==> src/rtl/vdg_pkg.sv <==
// Shared definitions for the VDG pixel path: colour indices, cell mode decode and the
// captured-cell record that travels from the hold register into the expander.
package vdg_pkg;

    localparam int DEF_FONT_ROWS = 12;

    localparam logic [3:0] COL_GREEN    = 4'd0;
    localparam logic [3:0] COL_BUFF     = 4'd4;
    localparam logic [3:0] COL_ORANGE   = 4'd7;
    localparam logic [3:0] COL_BLACK    = 4'd8;
    localparam logic [3:0] COL_DKGREEN  = 4'd9;
    localparam logic [3:0] COL_DKORANGE = 4'd10;

    typedef enum logic [2:0] {
        MODE_ALPHA,
        MODE_SG4,
        MODE_SG6,
        MODE_CG,
        MODE_RG
    } cellMode_t;

    typedef struct packed {
        logic       valid;
        logic [7:0] data;
        cellMode_t  mode;
        logic       css;
        logic       inv;
        logic [3:0] row;
    } holdCell_t;

    // Mode is resolved once at load so the expander only ever sees one of five cases
    function automatic cellMode_t decodeMode(input logic ang, input logic rgSel,
                                             input logic sgSel, input logic sg6Sel);
        cellMode_t m;
        if (ang)
            m = rgSel ? MODE_RG : MODE_CG;
        else if (sgSel)
            m = sg6Sel ? MODE_SG6 : MODE_SG4;
        else
            m = MODE_ALPHA;
        return m;
    endfunction

endpackage

==> src/rtl/vdg_font_rom.sv <==
// Internal 64-character font: 5x7 glyphs placed in rows 3..9 of a 12-row, 8-pixel cell.
// Purely combinational, addressed by {character code, scanline}.
module vdg_font_rom (
    input  logic [9:0] addr,
    output logic [7:0] bits
);

    logic [34:0] glyph;
    logic [4:0]  rowBits;

    always_comb begin
        glyph = '0;
        case (addr[9:4])
            6'h00: glyph = {5'h0E, 5'h11, 5'h01, 5'h0D, 5'h15, 5'h15, 5'h0E};
            6'h01: glyph = {5'h0E, 5'h11, 5'h11, 5'h1F, 5'h11, 5'h11, 5'h11};
            6'h02: glyph = {5'h1E, 5'h11, 5'h11, 5'h1E, 5'h11, 5'h11, 5'h1E};
            6'h03: glyph = {5'h0E, 5'h11, 5'h10, 5'h10, 5'h10, 5'h11, 5'h0E};
            6'h04: glyph = {5'h1C, 5'h12, 5'h11, 5'h11, 5'h11, 5'h12, 5'h1C};
            6'h05: glyph = {5'h1F, 5'h10, 5'h10, 5'h1E, 5'h10, 5'h10, 5'h1F};
            6'h06: glyph = {5'h1F, 5'h10, 5'h10, 5'h1E, 5'h10, 5'h10, 5'h10};
            6'h07: glyph = {5'h0E, 5'h11, 5'h10, 5'h17, 5'h11, 5'h11, 5'h0F};
            6'h08: glyph = {5'h11, 5'h11, 5'h11, 5'h1F, 5'h11, 5'h11, 5'h11};
            6'h09: glyph = {5'h0E, 5'h04, 5'h04, 5'h04, 5'h04, 5'h04, 5'h0E};
            6'h0A: glyph = {5'h07, 5'h02, 5'h02, 5'h02, 5'h02, 5'h12, 5'h0C};
            6'h0B: glyph = {5'h11, 5'h12, 5'h14, 5'h18, 5'h14, 5'h12, 5'h11};
            6'h0C: glyph = {5'h10, 5'h10, 5'h10, 5'h10, 5'h10, 5'h10, 5'h1F};
            6'h0D: glyph = {5'h11, 5'h1B, 5'h15, 5'h15, 5'h11, 5'h11, 5'h11};
            6'h0E: glyph = {5'h11, 5'h11, 5'h19, 5'h15, 5'h13, 5'h11, 5'h11};
            6'h0F: glyph = {5'h0E, 5'h11, 5'h11, 5'h11, 5'h11, 5'h11, 5'h0E};
            6'h10: glyph = {5'h1E, 5'h11, 5'h11, 5'h1E, 5'h10, 5'h10, 5'h10};
            6'h11: glyph = {5'h0E, 5'h11, 5'h11, 5'h11, 5'h15, 5'h12, 5'h0D};
            6'h12: glyph = {5'h1E, 5'h11, 5'h11, 5'h1E, 5'h14, 5'h12, 5'h11};
            6'h13: glyph = {5'h0F, 5'h10, 5'h10, 5'h0E, 5'h01, 5'h01, 5'h1E};
            6'h14: glyph = {5'h1F, 5'h04, 5'h04, 5'h04, 5'h04, 5'h04, 5'h04};
            6'h15: glyph = {5'h11, 5'h11, 5'h11, 5'h11, 5'h11, 5'h11, 5'h0E};
            6'h16: glyph = {5'h11, 5'h11, 5'h11, 5'h11, 5'h11, 5'h0A, 5'h04};
            6'h17: glyph = {5'h11, 5'h11, 5'h11, 5'h15, 5'h15, 5'h15, 5'h0A};
            6'h18: glyph = {5'h11, 5'h11, 5'h0A, 5'h04, 5'h0A, 5'h11, 5'h11};
            6'h19: glyph = {5'h11, 5'h11, 5'h11, 5'h0A, 5'h04, 5'h04, 5'h04};
            6'h1A: glyph = {5'h1F, 5'h01, 5'h02, 5'h04, 5'h08, 5'h10, 5'h1F};
            6'h1B: glyph = {5'h0E, 5'h08, 5'h08, 5'h08, 5'h08, 5'h08, 5'h0E};
            6'h1C: glyph = {5'h00, 5'h10, 5'h08, 5'h04, 5'h02, 5'h01, 5'h00};
            6'h1D: glyph = {5'h0E, 5'h02, 5'h02, 5'h02, 5'h02, 5'h02, 5'h0E};
            6'h1E: glyph = {5'h04, 5'h0E, 5'h15, 5'h04, 5'h04, 5'h04, 5'h04};
            6'h1F: glyph = {5'h00, 5'h04, 5'h08, 5'h1F, 5'h08, 5'h04, 5'h00};
            6'h20: glyph = {5'h00, 5'h00, 5'h00, 5'h00, 5'h00, 5'h00, 5'h00};
            6'h21: glyph = {5'h04, 5'h04, 5'h04, 5'h04, 5'h04, 5'h00, 5'h04};
            6'h22: glyph = {5'h0A, 5'h0A, 5'h0A, 5'h00, 5'h00, 5'h00, 5'h00};
            6'h23: glyph = {5'h0A, 5'h0A, 5'h1F, 5'h0A, 5'h1F, 5'h0A, 5'h0A};
            6'h24: glyph = {5'h04, 5'h0F, 5'h14, 5'h0E, 5'h05, 5'h1E, 5'h04};
            6'h25: glyph = {5'h18, 5'h19, 5'h02, 5'h04, 5'h08, 5'h13, 5'h03};
            6'h26: glyph = {5'h0C, 5'h12, 5'h14, 5'h08, 5'h15, 5'h12, 5'h0D};
            6'h27: glyph = {5'h0C, 5'h04, 5'h08, 5'h00, 5'h00, 5'h00, 5'h00};
            6'h28: glyph = {5'h02, 5'h04, 5'h08, 5'h08, 5'h08, 5'h04, 5'h02};
            6'h29: glyph = {5'h08, 5'h04, 5'h02, 5'h02, 5'h02, 5'h04, 5'h08};
            6'h2A: glyph = {5'h00, 5'h04, 5'h15, 5'h0E, 5'h15, 5'h04, 5'h00};
            6'h2B: glyph = {5'h00, 5'h04, 5'h04, 5'h1F, 5'h04, 5'h04, 5'h00};
            6'h2C: glyph = {5'h00, 5'h00, 5'h00, 5'h00, 5'h0C, 5'h04, 5'h08};
            6'h2D: glyph = {5'h00, 5'h00, 5'h00, 5'h1F, 5'h00, 5'h00, 5'h00};
            6'h2E: glyph = {5'h00, 5'h00, 5'h00, 5'h00, 5'h00, 5'h0C, 5'h0C};
            6'h2F: glyph = {5'h00, 5'h01, 5'h02, 5'h04, 5'h08, 5'h10, 5'h00};
            6'h30: glyph = {5'h0E, 5'h11, 5'h13, 5'h15, 5'h19, 5'h11, 5'h0E};
            6'h31: glyph = {5'h04, 5'h0C, 5'h04, 5'h04, 5'h04, 5'h04, 5'h0E};
            6'h32: glyph = {5'h0E, 5'h11, 5'h01, 5'h02, 5'h04, 5'h08, 5'h1F};
            6'h33: glyph = {5'h1F, 5'h02, 5'h04, 5'h02, 5'h01, 5'h11, 5'h0E};
            6'h34: glyph = {5'h02, 5'h06, 5'h0A, 5'h12, 5'h1F, 5'h02, 5'h02};
            6'h35: glyph = {5'h1F, 5'h10, 5'h1E, 5'h01, 5'h01, 5'h11, 5'h0E};
            6'h36: glyph = {5'h06, 5'h08, 5'h10, 5'h1E, 5'h11, 5'h11, 5'h0E};
            6'h37: glyph = {5'h1F, 5'h01, 5'h02, 5'h04, 5'h08, 5'h08, 5'h08};
            6'h38: glyph = {5'h0E, 5'h11, 5'h11, 5'h0E, 5'h11, 5'h11, 5'h0E};
            6'h39: glyph = {5'h0E, 5'h11, 5'h11, 5'h0F, 5'h01, 5'h02, 5'h0C};
            6'h3A: glyph = {5'h00, 5'h0C, 5'h0C, 5'h00, 5'h0C, 5'h0C, 5'h00};
            6'h3B: glyph = {5'h00, 5'h0C, 5'h0C, 5'h00, 5'h0C, 5'h04, 5'h08};
            6'h3C: glyph = {5'h02, 5'h04, 5'h08, 5'h10, 5'h08, 5'h04, 5'h02};
            6'h3D: glyph = {5'h00, 5'h00, 5'h1F, 5'h00, 5'h1F, 5'h00, 5'h00};
            6'h3E: glyph = {5'h08, 5'h04, 5'h02, 5'h01, 5'h02, 5'h04, 5'h08};
            6'h3F: glyph = {5'h0E, 5'h11, 5'h01, 5'h02, 5'h04, 5'h00, 5'h04};
            default: glyph = '0;
        endcase
    end

    // Rows 0-2 and 10-11 are the inter-character spacing and always read blank
    always_comb begin
        rowBits = '0;
        case (addr[3:0])
            4'd3:    rowBits = glyph[34:30];
            4'd4:    rowBits = glyph[29:25];
            4'd5:    rowBits = glyph[24:20];
            4'd6:    rowBits = glyph[19:15];
            4'd7:    rowBits = glyph[14:10];
            4'd8:    rowBits = glyph[9:5];
            4'd9:    rowBits = glyph[4:0];
            default: rowBits = '0;
        endcase
    end

    assign bits = {2'b00, rowBits, 1'b0};

endmodule

==> src/rtl/vdg_pixel_shifter.sv <==
// Pixel serialiser: each load captures a display byte with its mode, expands the previously
// captured byte into 8 colour indices and shifts them out one per pixel tick.
module vdg_pixel_shifter
    import vdg_pkg::*;
#(
    parameter int         FONT_ROWS = DEF_FONT_ROWS,
    parameter logic [3:0] BLACK_IDX = COL_BLACK
) (
    input  logic       clk,
    input  logic       reset,
    input  logic       pix_en,
    input  logic       load,
    input  logic       active,
    input  logic [7:0] data,
    input  logic       ang,
    input  logic [2:0] gmode,
    input  logic       as,
    input  logic       int_ext,
    input  logic       inv,
    input  logic       css,
    input  logic [3:0] alpha_row,
    output logic [3:0] pixel,
    output logic       pix_valid
);

    holdCell_t   hold;
    logic [31:0] shiftReg;
    logic [31:0] cellPixels;
    logic        shiftValid;
    logic [2:0]  tickCnt;
    logic [7:0]  fontBits;
    logic [7:0]  glyph;
    logic        rowBlank;
    logic        sgLeft;
    logic        sgRight;
    logic [3:0]  sgColour;
    logic [3:0]  fgColour;
    logic [3:0]  bgColour;
    logic [3:0]  borderColour;
    logic        unusedGmode;

    assign unusedGmode  = ^gmode[2:1];
    assign rowBlank     = (int'(hold.row) >= FONT_ROWS);
    assign borderColour = ang ? (css ? COL_BUFF : COL_GREEN) : BLACK_IDX;

    vdg_font_rom uFont (
        .addr ({hold.data[5:0], hold.row}),
        .bits (fontBits)
    );

    // Expand the held cell into 8 nibbles; slot 7 (bits 31:28) is the leftmost pixel
    always_comb begin
        cellPixels = {8{BLACK_IDX}};
        glyph      = fontBits ^ {8{hold.inv}};
        fgColour   = hold.css ? COL_ORANGE : COL_GREEN;
        bgColour   = hold.css ? COL_DKORANGE : COL_DKGREEN;
        sgColour   = {1'b0, hold.data[6:4]};
        sgLeft     = 1'b0;
        sgRight    = 1'b0;
        case (hold.mode)
            MODE_ALPHA: begin
                for (int i = 0; i < 8; i++)
                    cellPixels[4*i +: 4] = (glyph[i] && !rowBlank) ? fgColour : bgColour;
            end
            MODE_SG4, MODE_SG6: begin
                if (hold.mode == MODE_SG4) begin
                    sgLeft  = (hold.row < 4'd6) ? hold.data[3] : hold.data[1];
                    sgRight = (hold.row < 4'd6) ? hold.data[2] : hold.data[0];
                end else begin
                    sgColour = {1'b0, hold.css, hold.data[7:6]};
                    case (hold.row[3:2])
                        2'd0:    {sgLeft, sgRight} = hold.data[5:4];
                        2'd1:    {sgLeft, sgRight} = hold.data[3:2];
                        default: {sgLeft, sgRight} = hold.data[1:0];
                    endcase
                end
                for (int i = 0; i < 8; i++)
                    cellPixels[4*i +: 4] = (((i >= 4) ? sgLeft : sgRight) && !rowBlank)
                                           ? sgColour : BLACK_IDX;
            end
            MODE_CG: begin
                for (int i = 0; i < 8; i++)
                    cellPixels[4*i +: 4] = {1'b0, hold.css, hold.data[2*(i/2) +: 2]};
            end
            MODE_RG: begin
                for (int i = 0; i < 8; i++)
                    cellPixels[4*i +: 4] = hold.data[i] ? (hold.css ? COL_BUFF : COL_GREEN)
                                                        : BLACK_IDX;
            end
            default: ;
        endcase
    end

    // Cell pipeline: load moves hold into the shifter and recaptures hold from the inputs
    always_ff @(posedge clk or posedge reset) begin
        if (reset) begin
            hold       <= '0;
            shiftReg   <= '0;
            shiftValid <= 1'b0;
            tickCnt    <= 3'd0;
        end else if (pix_en) begin
            if (load) begin
                shiftReg   <= cellPixels;
                shiftValid <= hold.valid;
                tickCnt    <= 3'd0;
                hold.valid <= 1'b1;
                hold.data  <= data;
                hold.mode  <= decodeMode(ang, gmode[0], as, int_ext);
                hold.css   <= css;
                hold.inv   <= inv;
                hold.row   <= alpha_row;
            end else begin
                shiftReg <= {shiftReg[27:0], 4'h0};
                tickCnt  <= tickCnt + 3'd1;
                if (tickCnt == 3'd7)
                    shiftValid <= 1'b0;
            end
        end
    end

    // Registered output; an empty shifter or the border region both show the border colour
    always_ff @(posedge clk or posedge reset) begin
        if (reset) begin
            pixel     <= BLACK_IDX;
            pix_valid <= 1'b0;
        end else if (pix_en) begin
            if (active && shiftValid) begin
                pixel     <= shiftReg[31:28];
                pix_valid <= 1'b1;
            end else begin
                pixel     <= borderColour;
                pix_valid <= 1'b0;
            end
        end
    end

endmodule

==> config.mk <==
export PLATFORM = sky130hd
export DESIGN_NAME = vdg_pixel_shifter
export DESIGN_NICKNAME = d
export VERILOG_FILES = /design/src/rtl/vdg_pkg.sv /design/src/rtl/vdg_font_rom.sv /design/src/rtl/vdg_pixel_shifter.sv
export SDC_FILE = /design/constraint.sdc
export NUM_CORES = 1
export LEC_CHECK = 0
export BUFFER_PORTS_ARGS = -buffer_cell sky130_fd_sc_hd__buf_2
export CORE_AREA = 3 3 107 109
export CTS_CLUSTER_DIAMETER = 60
export CTS_CLUSTER_SIZE = 14
export DETAILED_ROUTE_END_ITERATION = 8
export DIE_AREA = 0 0 110 112
export HOLD_SLACK_MARGIN = 0.15
export PLACE_DENSITY = 0.86
export SKIP_LAST_GASP = 1
export SYNTH_ARGS = -nofsm -noshare
export SYNTH_HDL_FRONTEND = slang
export SYNTH_SLANG_ARGS = --single-unit
==> constraint.sdc <==
create_clock -name clk -period 8 [get_ports clk]
set_input_delay 0.4 -clock clk [delete_from_list [all_inputs] [get_ports clk]]
set_output_delay 0.4 -clock clk [all_outputs]
set_load 0.02 [all_outputs]
# --- Word level (Yosys, flattened, before mapping) ---
# Memories as Yosys holds them, arrays and structs flattened.
# Index checks and enable logic that the tools add are counted.
totals:
  register_bits: 59
  mem_count: 1
  output_inout_bits: 5
  romBits: 2240
op_classes:
  muxes: 44
  magnitude_cmp: 2
  n_reduce_logical: 18
  n_addsub: 1
  eq_ne: 13
  n_bitwise: 1
mem_list:
  columns: ["name", "depth", "word_bits", "rd", "rd_clocked_by_memory_dff", "wr", "line_no", "rtl"]
  rows:
  - ["(no name shown)", 64, 35, 1, 0, 0, "vdg_font_rom.sv:13", "case (addr[9:4])"]
op_table:
  columns: ["operator", "n"]
  rows:
  - ["$pmux 32 s4", 1]
  - ["$mux 4", 20]
  - ["$pmux 5 s7", 1]
  - ["$mux 32", 1]
  - ["$mux 3", 7]
  - ["$eq 4x3->1 const B", 4]
  - ["$logic_and 1x1->1", 11]
  - ["$mux 1", 9]
  - ["$eq 4x4->1 const B", 2]
  - ["$xor 6x8->8", 1]
  - ["$eq 3x2->1 const B", 2]
  - ["$eq 3x3->1 const B", 2]
  - ["$mux 2", 3]
  - ["$eq 4x2->1 const B", 1]
  - ["$ge 4x4->1 const B", 1]
  - ["$lt 4x3->1 const B", 1]
  - ["$pmux 1 s2", 2]
  - ["$reduce_and 2->1", 2]
  - ["$add 3x1->3 const B", 1]
  - ["$eq 3x1->1 const B", 1]
  - ["$logic_not 3->1", 1]
  - ["$eq 2x1->1 const B", 1]
  - ["$logic_not 2->1", 1]
  - ["$reduce_bool 2->1", 1]
  - ["other kinds (2)", 2]

# --- Logic depth before layout (Yosys ltp) ---
# Gate-level depths: netlist of the first run.
logic_depth:
  ltp_word: 8
  depth_mapped: 16
  ltp_nobuf: 14

# --- Hierarchy ---
# From an unflattened synthesis of the first run, not the netlist that was laid out.
unflattened:
  cells_unflattened: 884
  hier_area_um2: 6655.1
modules_own_cells:
  columns: ["mod", "cells_per_inst", "instances", "area_each_um2", "seq_area_each_um2"]
  rows:
  - ["vdg_pixel_shifter", 388, 1, 3518.4, 1477.7]
  - ["vdg_font_rom", 496, 1, 3136.8, 0.0]

# --- Worst setup path before layout of the first run ---
# Ideal clock, no wire load.
synth_path:
  kind: "reg-to-reg"
  startpoint: "register hold[9] (netlist name)"
  endpoint: "register shiftReg[8]"
  arrival_time_ns: 3.762
  n_path_buf: 2
  path_slack_ns: 4.172
  stages_incl_launch_ff: 16
  period_less_slack_ns: 3.828
  required_time_ns: 7.934
  cell_sequence: "dfrtp_1 -> buf_2 -> clkinv_1 -> ha_1 -> buf_2 -> or2_4 -> a21o_1 -> a311oi_1 -> a211oi_1 -> or3_1 -> or4_1 -> and3_1 -> ha_1 -> or3_1 -> a21oi_1 -> a221o_1"
synth_between:
  elab_chain_len: 7
  word_cells_on_any_way: 13
  classes_between: "9 x mux; 1 x bitwise; 2 x reduce/logical; 1 x memory"
synth_rtl:
  columns: ["element", "line_no", "rtl"]
  rows:
  - ["from (decl)", "vdg_pixel_shifter.sv:26", "holdCell_t hold;"]
  - ["$mem_v2 64x35, or another cell as far along", null, null]
  - ["$pmux 5 s7 or $mux 1 (tied branches)", "vdg_font_rom.sv:85, vdg_pixel_shifter.sv:66", null]
  - ["$xor 6x8->8 or $mux 1 (tied branches)", "vdg_pixel_shifter.sv:54, vdg_pixel_shifter.sv:60", null]
  - ["$logic_and 1x1->1, on equally long branches", "vdg_pixel_shifter.sv:63, vdg_pixel_shifter.sv:78", null]
  - ["$mux 4, on equally long branches", "vdg_pixel_shifter.sv:63, vdg_pixel_shifter.sv:79", null]
  - ["$pmux 32 s4 (*)", "vdg_pixel_shifter.sv:60", "case (hold.mode)"]
  - ["$mux 32 (*)", "vdg_pixel_shifter.sv:102", "if (load) begin"]
  - ["to (signal assigned)", "vdg_pixel_shifter.sv:103", "shiftReg <= cellPixels;"]
  - ["to (signal assigned)", "vdg_pixel_shifter.sv:113", "shiftReg <= {shiftReg[27:0], 4'h0};"]
  - ["to (decl)", "vdg_pixel_shifter.sv:27", "logic [31:0] shiftReg;"]
# Mark *: on every way between the ends. The rest lies on a longest branch, timed or not. The select of a mux whose other input is x is not followed.
# A chain may end at the register's enable or synchronous reset.

# --- Worst setup path in the final report of the first run ---
layout_path:
  startpoint: "register hold[9] (netlist name)"
  endpoint: "register shiftReg[16]"
layout_between:
  elab_chain_len: 7
layout_rtl:
  columns: ["element", "line_no", "rtl"]
  rows:
  - ["$mem_v2 64x35", null, null]
  - ["$pmux 5 s7", "vdg_font_rom.sv:85", "case (addr[3:0])"]
  - ["$xor 6x8->8", "vdg_pixel_shifter.sv:54", "glyph = fontBits ^ {8{hold.inv}};"]
  - ["$logic_and 1x1->1", "vdg_pixel_shifter.sv:63", "cellPixels[4*i +: 4] = (glyph[i] && !rowBlank) ? fgColour : bgColour;"]
  - ["$mux 4", "vdg_pixel_shifter.sv:63", null]
  - ["$pmux 32 s4", "vdg_pixel_shifter.sv:60", null]
  - ["$mux 32", "vdg_pixel_shifter.sv:102", null]
# Every way passes these cells.

==> results of run 1 <==
metrics by stage:
stage	std cells	setup WS, ns	util	hold WS (ns)	cell area [µm²]
final	929	3.17	0.614	0.229	6570
after global routing	929	3.13	0.614	0.281	6570
after CTS	929	3.42	0.614	0.265	6570
after detailed placement	913	3.43	0.591	0.480	6320
after global placement	913	3.48	0.591	0.453	6320
after floorplan	816	4.17	-	0.435	6300
state kept, by name (all words and copies together), names as in the netlist:
signal and cells:
pix_valid 1, hold 18, tickCnt 3, pixel 4, shiftReg 32, shiftValid 1
layer usage:
metal / wire (µm) / global-route usage / vias up
li1: - / - / 3055
met1: 8360 / 0.499 / 3313
met2: 10600 / 0.592 / 580
met3: 2700 / 0.0678 / 149
met4: 1660 / 0.244 / 0
met5: 0 / 0 / -
report_power, final:
part / switching (µW) / internal, µW / total (µW)
logic: 494 / 273 / 767
registers: 65.2 / 357 / 423
clock network: 128 / 216 / 344
total: 687 / 846 / 1530
worst max-delay path, cell delays in order (launching register included):
cell,delay [ns]
dfrtp_1,0.35
buf_4,0.25
clkinv_1,0.10
buf_4,0.23
ha_1,0.48
nor2b_1,0.53
o21ai_0,0.32
a32o_1,0.29
o21ai_0,0.23
o21ai_0,0.24
o31ai_1,0.25
nor3b_1,0.48
ha_1,0.33
or3_1,0.35
a21oi_1,0.20
a221o_1,0.13
kinds of logic (layout without fill, tap and decap cells):
| kind of cell | Yosys count | in the layout | synth area share |
|---|---|---|---|
| buf+inv | 105 | 78 | 0.0771 |
| xor+xnor | 3 | 3 | 0.00417 |
| simple gates | 283 | 283 | 0.232 |
| compound gates | 319 | 319 | 0.358 |
| mux | 27 | 27 | 0.0545 |
| flops | 59 | 59 | 0.235 |
| fa+ha+maj | 20 | 20 | 0.0397 |
cell usage in the layout, fill, tap and decap left out, types with 5 or more instances in the layout:
master,n
nand3_1,17
nand2b_1,17
o211a_1,5
o31ai_1,6
a2111oi_0,6
a211oi_1,15
nor4_1,10
inv_1,16
a31oi_1,14
nor3_1,15
o31a_1,5
o221ai_1,10
and3_1,7
dfrtp_1,55
o211ai_1,13
or2_2,6
ha_1,20
mux2i_1,5
a22oi_1,14
mux2_2,18
nand4_1,6
nor2b_1,24
buf_4,15
buf_2,27
nand3b_1,5
o2111ai_1,6
a21oi_1,48
o21ai_0,73
o311ai_0,8
clkbuf_8,10
a221o_1,13
and2_1,12
nor3b_1,5
a21o_1,8
a22o_1,6
nand2_1,73
a221oi_1,11
o21a_1,6
nor2_1,59
or3_1,9
worst max-delay path by stage:
| stage | slack [ns] | end | depth (start not counted) | startpoint |
|---|---|---|---|---|
| 6_report | 3.17 | shiftReg[16]$_DFFE_PP0P_ | 15 | hold[9]$_DFFE_PP0P_ |
| 3_5_place_dp | 3.43 | shiftReg[16]$_DFFE_PP0P_ | 15 | hold[9]$_DFFE_PP0P_ |
| 3_3_place_gp | 3.48 | shiftReg[16]$_DFFE_PP0P_ | 15 | hold[9]$_DFFE_PP0P_ |
| 2_1_floorplan | 4.17 | shiftReg[8]$_DFFE_PP0P_ | 15 | hold[9]$_DFFE_PP0P_ |
| 4_1_cts | 3.42 | shiftReg[16]$_DFFE_PP0P_ | 15 | hold[9]$_DFFE_PP0P_ |
| 5_1_grt | 3.13 | shiftReg[16]$_DFFE_PP0P_ | 12 | hold[12]$_DFFE_PP0P_ |
synth_stat cells, types with 14 or more instances:
cell type / number / area, µm²
a211oi_1: 15 / 113
a21oi_1: 48 / 240
a22oi_1: 14 / 105
a31oi_1: 14 / 87.6
buf_2: 22 / 110
clkbuf_1: 44 / 165
dfrtp_1: 58 / 1450
ha_1: 20 / 250
inv_1: 17 / 63.8
mux2_2: 18 / 203
nand2_1: 73 / 274
nand2b_1: 17 / 106
nand3_1: 17 / 85.1
nor2_1: 59 / 221
nor2b_1: 24 / 150
nor3_1: 15 / 75.1
o21ai_0: 73 / 365
layout make-up:
| class | instances | area share |
|---|---|---|
| multi-input cells | 652 | 0.661 |
| repair buffers | 42 | 0.0377 |
| clock inverters | 6 | 0.0170 |
| flip-flops and latches | 59 | 0.226 |
| well taps | 140 | 0.0267 |
| inverters | 20 | 0.0114 |
| clock buffers | 10 | 0.0210 |
==> summary.txt, run 1 <==
Synthesis
  – Syn Nets: 861
  – #FFs+latches synth: 59
  – Count of unique library cells instantiated by Yosys: 84
  – Sequential area share after synthesis: 0.235
  – Mapped Cells: 816
  – Mapped Area: 6300 µm²
  – Number of synthesized flops with an enable pin: 0
  – FFs w/ async S/R, synth: 1.00
  – Synth warn: 0
  – Synth Flop Type: dfrtp_1
  – Syn avg cell area: 7.72 µm²

Final layout
  – Seq. cell area: 1480 µm²
  – Fillers: 938
  – Nets: 829
  – Multi-input gate area: 4340 µm²
  – Number of antenna diodes: 0
  – Fraction of layout cells with a size suffix above 1: 0.128
  – Area grow syn2layout: 4.31%

Timing
  – Clk_skew: 0.0168 ns
  – Final setup fails: 0
  – RSZ-0062 raised after global routing: no
  – Hold Vio Cnt, Final: 0
  – Final period utilization: 0.603
  – Period minus WS final: 4.83 ns
  – Fmax: 207 MHz
  – Actual slew at the worst max-slew pin: 0.901 ns
  – Fin Setup TNS: 0 ns
  – Max-slew headroom: 0.399
  – Final max-slew violation count: 0

Clocking
  – TritonCTS Buffers: 9
  – CTS H-Tree Depth: 3
  – Cts hold-fix bufs: 0
  – Worst-path clk slew: 0.07 ns
  – Sinks on Clock Net: 59
  – Clock root buffer master: clkbuf_8
  – Bufs on Longest Clock Path: 2
  – Post-CTS setup repair buffer count: 0
  – CTS resizes: 0
  – Clk_lat worst skew: 0.37 ns
  – CTS tree: built

Worst setup path
  – Reg2reg start: hold[9]$_DFFE_PP0P_
  – Largest fanout on the critical path: 24
  – Worst reg2reg path endpoint: shiftReg[16]$_DFFE_PP0P_
  – Crit end category: flip-flop
  – CP Launch Type: flip-flop
  – Arrival time worst endpoint: 5.13 ns
  – R2r worst-path depth: 15
  – CP required: 8.30 ns
  – CP Class: reg -> reg
  – R2R Setup Slk: 3.17 ns

Die
  – Core Area: 10700 µm²
  – Die area: 12300 µm²
  – Die X: 110 µm
  – I/O pin cnt: 30
  – Initial Utilization: 0.589
  – FP Rows: 38
  – Die H: 112 µm

Global route
  – Tot GR Track Use: 0.387
  – Vias in the first global route: 6714
  – Largest net degree at the start of global routing: 82
  – First-pass GRT wire length: 36900 µm
  – Total gr overflow: 0
  – Initial antenna violation count: 0

Power
  – Leak Pwr: 0.00259 µW
  – Power per cell area: 234 nW/µm²
  – Total power: 1530 µW
  – Maximum VDD drop: 256 µV

Routing
  – Antenna viol nets, final: 0
  – Final WL: 23300 µm
  – Vias: 7097
  – Detailed Routing Iterations Pass 1: 9
  – Wire per inst: 25.1 µm
  – Vias per inst: 7.64
  – DRC: 0
  – Drt initial violations: 948

Place
  – I/O Buffers: 27
  – Final GP Congestion: 1.06
  – Hpwl dp: 15300 µm

Flow run
  – Max Cap Viol: 0

Outcome
  – Outcome: finished, final reports clean

Worst hold path
  – Hold WC Path Type: in -> async
No activity file was read; power rests on OpenSTA's default activity.
==> run 2: changes to the inputs <==
--- a/config.mk
+++ b/config.mk
@@ -6,13 +6,13 @@
 export NUM_CORES = 1
 export LEC_CHECK = 0
 export BUFFER_PORTS_ARGS = -buffer_cell sky130_fd_sc_hd__buf_2
-export CORE_AREA = 3 3 107 109
+export CORE_AREA = 3 3 110 112
 export CTS_CLUSTER_DIAMETER = 60
 export CTS_CLUSTER_SIZE = 14
 export DETAILED_ROUTE_END_ITERATION = 8
-export DIE_AREA = 0 0 110 112
+export DIE_AREA = 0 0 113 115
 export HOLD_SLACK_MARGIN = 0.15
-export PLACE_DENSITY = 0.86
+export PLACE_DENSITY = 0.85
 export SKIP_LAST_GASP = 1
 export SYNTH_ARGS = -nofsm -noshare
 export SYNTH_HDL_FRONTEND = slang
==> constraint.sdc (replaced) <==
create_clock -name clk -period 4 [get_ports clk]
set_input_delay 0.2 -clock clk [delete_from_list [all_inputs] [get_ports clk]]
set_output_delay 0.2 -clock clk [all_outputs]
set_load 0.02 [all_outputs]
==> summary.txt, run 2 (synthesized netlist as in run 1, its figures left out) <==
Timing
  – Actual slew at the worst max-slew pin: 0.861 ns (-0.0397 ns)
  – Final period utilization: 0.992 (+0.388)
  – Period minus WS final: 3.97 ns (-0.860 ns)
  – Final setup fails: 0 (unchanged)
  – Fin Setup TNS: 0 ns (unchanged)
  – Clk_skew: 0.00680 ns (-0.0100 ns)
  – Max-slew headroom: 0.425 (+0.0257)
  – Fmax: 252 MHz (+22%)
  – RSZ-0062 raised after global routing: yes
  – Hold Vio Cnt, Final: 0 (unchanged)
  – Final worst setup slack: 0.0338 ns (-3.14 ns)
  – Final max-slew violation count: 0 (unchanged)

Routing
  – Antenna viol nets, final: 0 (unchanged)
  – Wire per inst: 25.4 µm (+1.1%)
  – Detailed Routing Iterations Pass 1: 6 (-3)
  – DRC: 0 (unchanged)
  – Final WL: 26100 µm (+12%)
  – Drt initial violations: 1103 (+16%)
  – Vias: 7601 (+7.1%)
  – Vias per inst: 7.37 (-3.5%)

Power
  – Seq pwr share: 0.250 (-0.026)
  – Comb pwr share: 0.526 (+0.026)
  – Power per cell area: 462 nW/µm² (+98%)
  – Internal: 1960 µW (+130%)
  – Switching share of power: 0.438 (-0.0105)
  – Maximum VDD drop: 476 µV (+86%)
  – Leak Pwr: 0.00311 µW (+20%)
  – Net Switching: 1520 µW (+120%)
  – Power share of the clock group: 0.224 (about the same)

Worst setup path
  – Crit end category: flip-flop
  – CP required: 4.27 ns (-4.03 ns)
  – CP Class: reg -> reg
  – Largest fanout on the critical path: 11 (-54%)
  – CP Launch Type: flip-flop
  – Arrival time worst endpoint: 4.24 ns (-0.89 ns)

Clocking
  – Clk_lat worst skew: 0.34 ns (-0.03 ns)
  – Post-CTS setup repair buffer count: 0 (unchanged)
  – CTS H-Tree Depth: 3 (unchanged)
  – TritonCTS Buffers: 9 (unchanged)
  – Sinks on Clock Net: 59 (unchanged)
  – Clock root buffer master: clkbuf_16
  – Worst-path clk slew: 0.06 ns (about the same)
  – Bufs on Longest Clock Path: 2 (unchanged)
  – CTS tree: built

Die
  – Core Area: 11300 µm² (+5.8%)
  – Die area: 13000 µm² (+5.5%)
  – I/O pin cnt: 30 (unchanged)
  – Die H: 115 µm (+2.7%)
  – Initial Utilization: 0.556 (-0.0324)
  – FP Rows: 39 (+2.6%)
  – Die X: 113 µm (+2.7%)

Final layout
  – Seq. cell area: 1480 µm² (unchanged)
  – Fillers: 887 (-5.4%)
  – Largest regs: shiftReg: 32 flops, hold: 18 flops, pixel: 4 flops
  – Multi-input gate area: 4400 µm² (+1.5%)
  – Max FFs per register: 32 (unchanged)
  – Area grow syn2layout: 19.7%
  – Number of antenna diodes: 0 (unchanged)
  – Commonest non-fill, non-tap cell in the layout: buf_4
  – Commonest cells after routing, fill and taps aside: buf_4, nand2_1, o21ai_0, nor2_1, dfrtp_1
  – Most flop-heavy register: shiftReg
  – Fraction of layout cells with a size suffix above 1: 0.221 (+0.0927)
  – Final Core Density: 0.666 (+0.0516)
  – Final Cell Area: 7530 µm² (+15%)
  – Nets: 928 (+12%)

Global route
  – Initial antenna violation count: 0 (unchanged)
  – M2 GR Usage: 0.630 (+0.0381)
  – Vias in the first global route: 7223 (+7.6%)
  – M3 GR Usage: 0.0900 (+0.0222)
  – GRT busiest layer: met2
  – Tot GR Track Use: 0.400 (+0.0131)
  – Met1 Track Usage GR: 0.499 (-0.000582)
  – First-pass GRT wire length: 40600 µm (+10%)
  – Largest net degree at the start of global routing: 53 (-35%)
  – Total gr overflow: 0 (unchanged)

Place
  – Hpwl dp: 18000 µm (+17%)
  – Final GP Congestion: 1.05 (-0.93%)
  – DP Worst Slack: 0.00667 ns (-3.42 ns)
  – I/O Buffers: 27 (unchanged)
  – Cell Area, Placed: 7000 µm² (+11%)

Outcome
  – Outcome: finished, final reports clean

Flow run
  – Max Cap Viol: 0 (unchanged)

Worst hold path
  – Hold WC Path Type: in -> reg
[run 2: worst max-delay path, stage by stage (launching register included)]
cell	delay, ns
dfrtp_1	0.42
buf_4	0.22
ha_2	0.25
or2b_1	0.26
a21o_1	0.19
a311oi_2	0.32
a211oi_1	0.13
or3_1	0.42
or4_1	0.45
and3_1	0.24
ha_1	0.26
or3_1	0.35
a21oi_1	0.23
a221o_1	0.15
[run 2: area by class of cell]
cell class                      count  area share
Clock buffer                        9      0.0299
Clock inverter                      7      0.0101
Inverter                           20     0.00996
Multi-Input combinational cell    652       0.585
Sequential cell                    59       0.197
Tap cell                          143      0.0237
Timing Repair Buffer              141       0.145
[run 2: path summary, 6_finish.rpt]
check,endpoint,startpoint,slack [ns],depth (start not counted)
min,pixel[2]$_DFFE_PP0P_,active,0.19,3
min reg2reg,pixel[0]$_DFFE_PP0P_,pixel[0]$_DFFE_PP0P_,0.49,1
min in group asynchronous,hold[1]$_DFFE_PP0P_,reset,0.32,3
max,shiftReg[8]$_DFFE_PP0P_,hold[9]$_DFFE_PP0P_,0.03,13
max in group asynchronous,shiftReg[4]$_DFFE_PP0P_,reset,2.81,4
max reg2reg,shiftReg[8]$_DFFE_PP0P_,hold[9]$_DFFE_PP0P_,0.03,13
[run 2: layer usage]
layer  vias to the layer above  routed length [µm]
met1                      3487                9390
li1                       3254                   -
met5                         -                   0
met4                         0                1980
met3                       183                3370
met2                       677               11400
[run 2: power by group through the flow]
| stage | clock [µW] | combinational [µW] | sequential [µW] |
|---|---|---|---|
| CTS | 776 | 1700 | 854 |
| global route | 799 | 1930 | 882 |
| detailed placement | 0 | 1680 | 860 |
| floorplan | 0 | 1130 | 792 |
| global placement | 0 | 1670 | 853 |
| finish | 779 | 1830 | 869 |
[run 2: repair_timing]
item | CTS | global route
gates resized for setup | 1 | 16
hold buffers | 16 | 0
hold endpoints to repair | 22 | 0
setup endpoints to repair | 1 | 6
pin swaps | 0 | 2
[run 2: through the flow]
stage | power, µW | std cells | hold WS [ns]
floorplan | 1920 | 816 | 0.336
global placement | 2520 | 999 | 0.0978
detailed placement | 2540 | 999 | 0.0989
CTS | 3330 | 1031 | 0.163
global route | 3610 | 1031 | 0.217
finish | 3480 | 1031 | 0.190
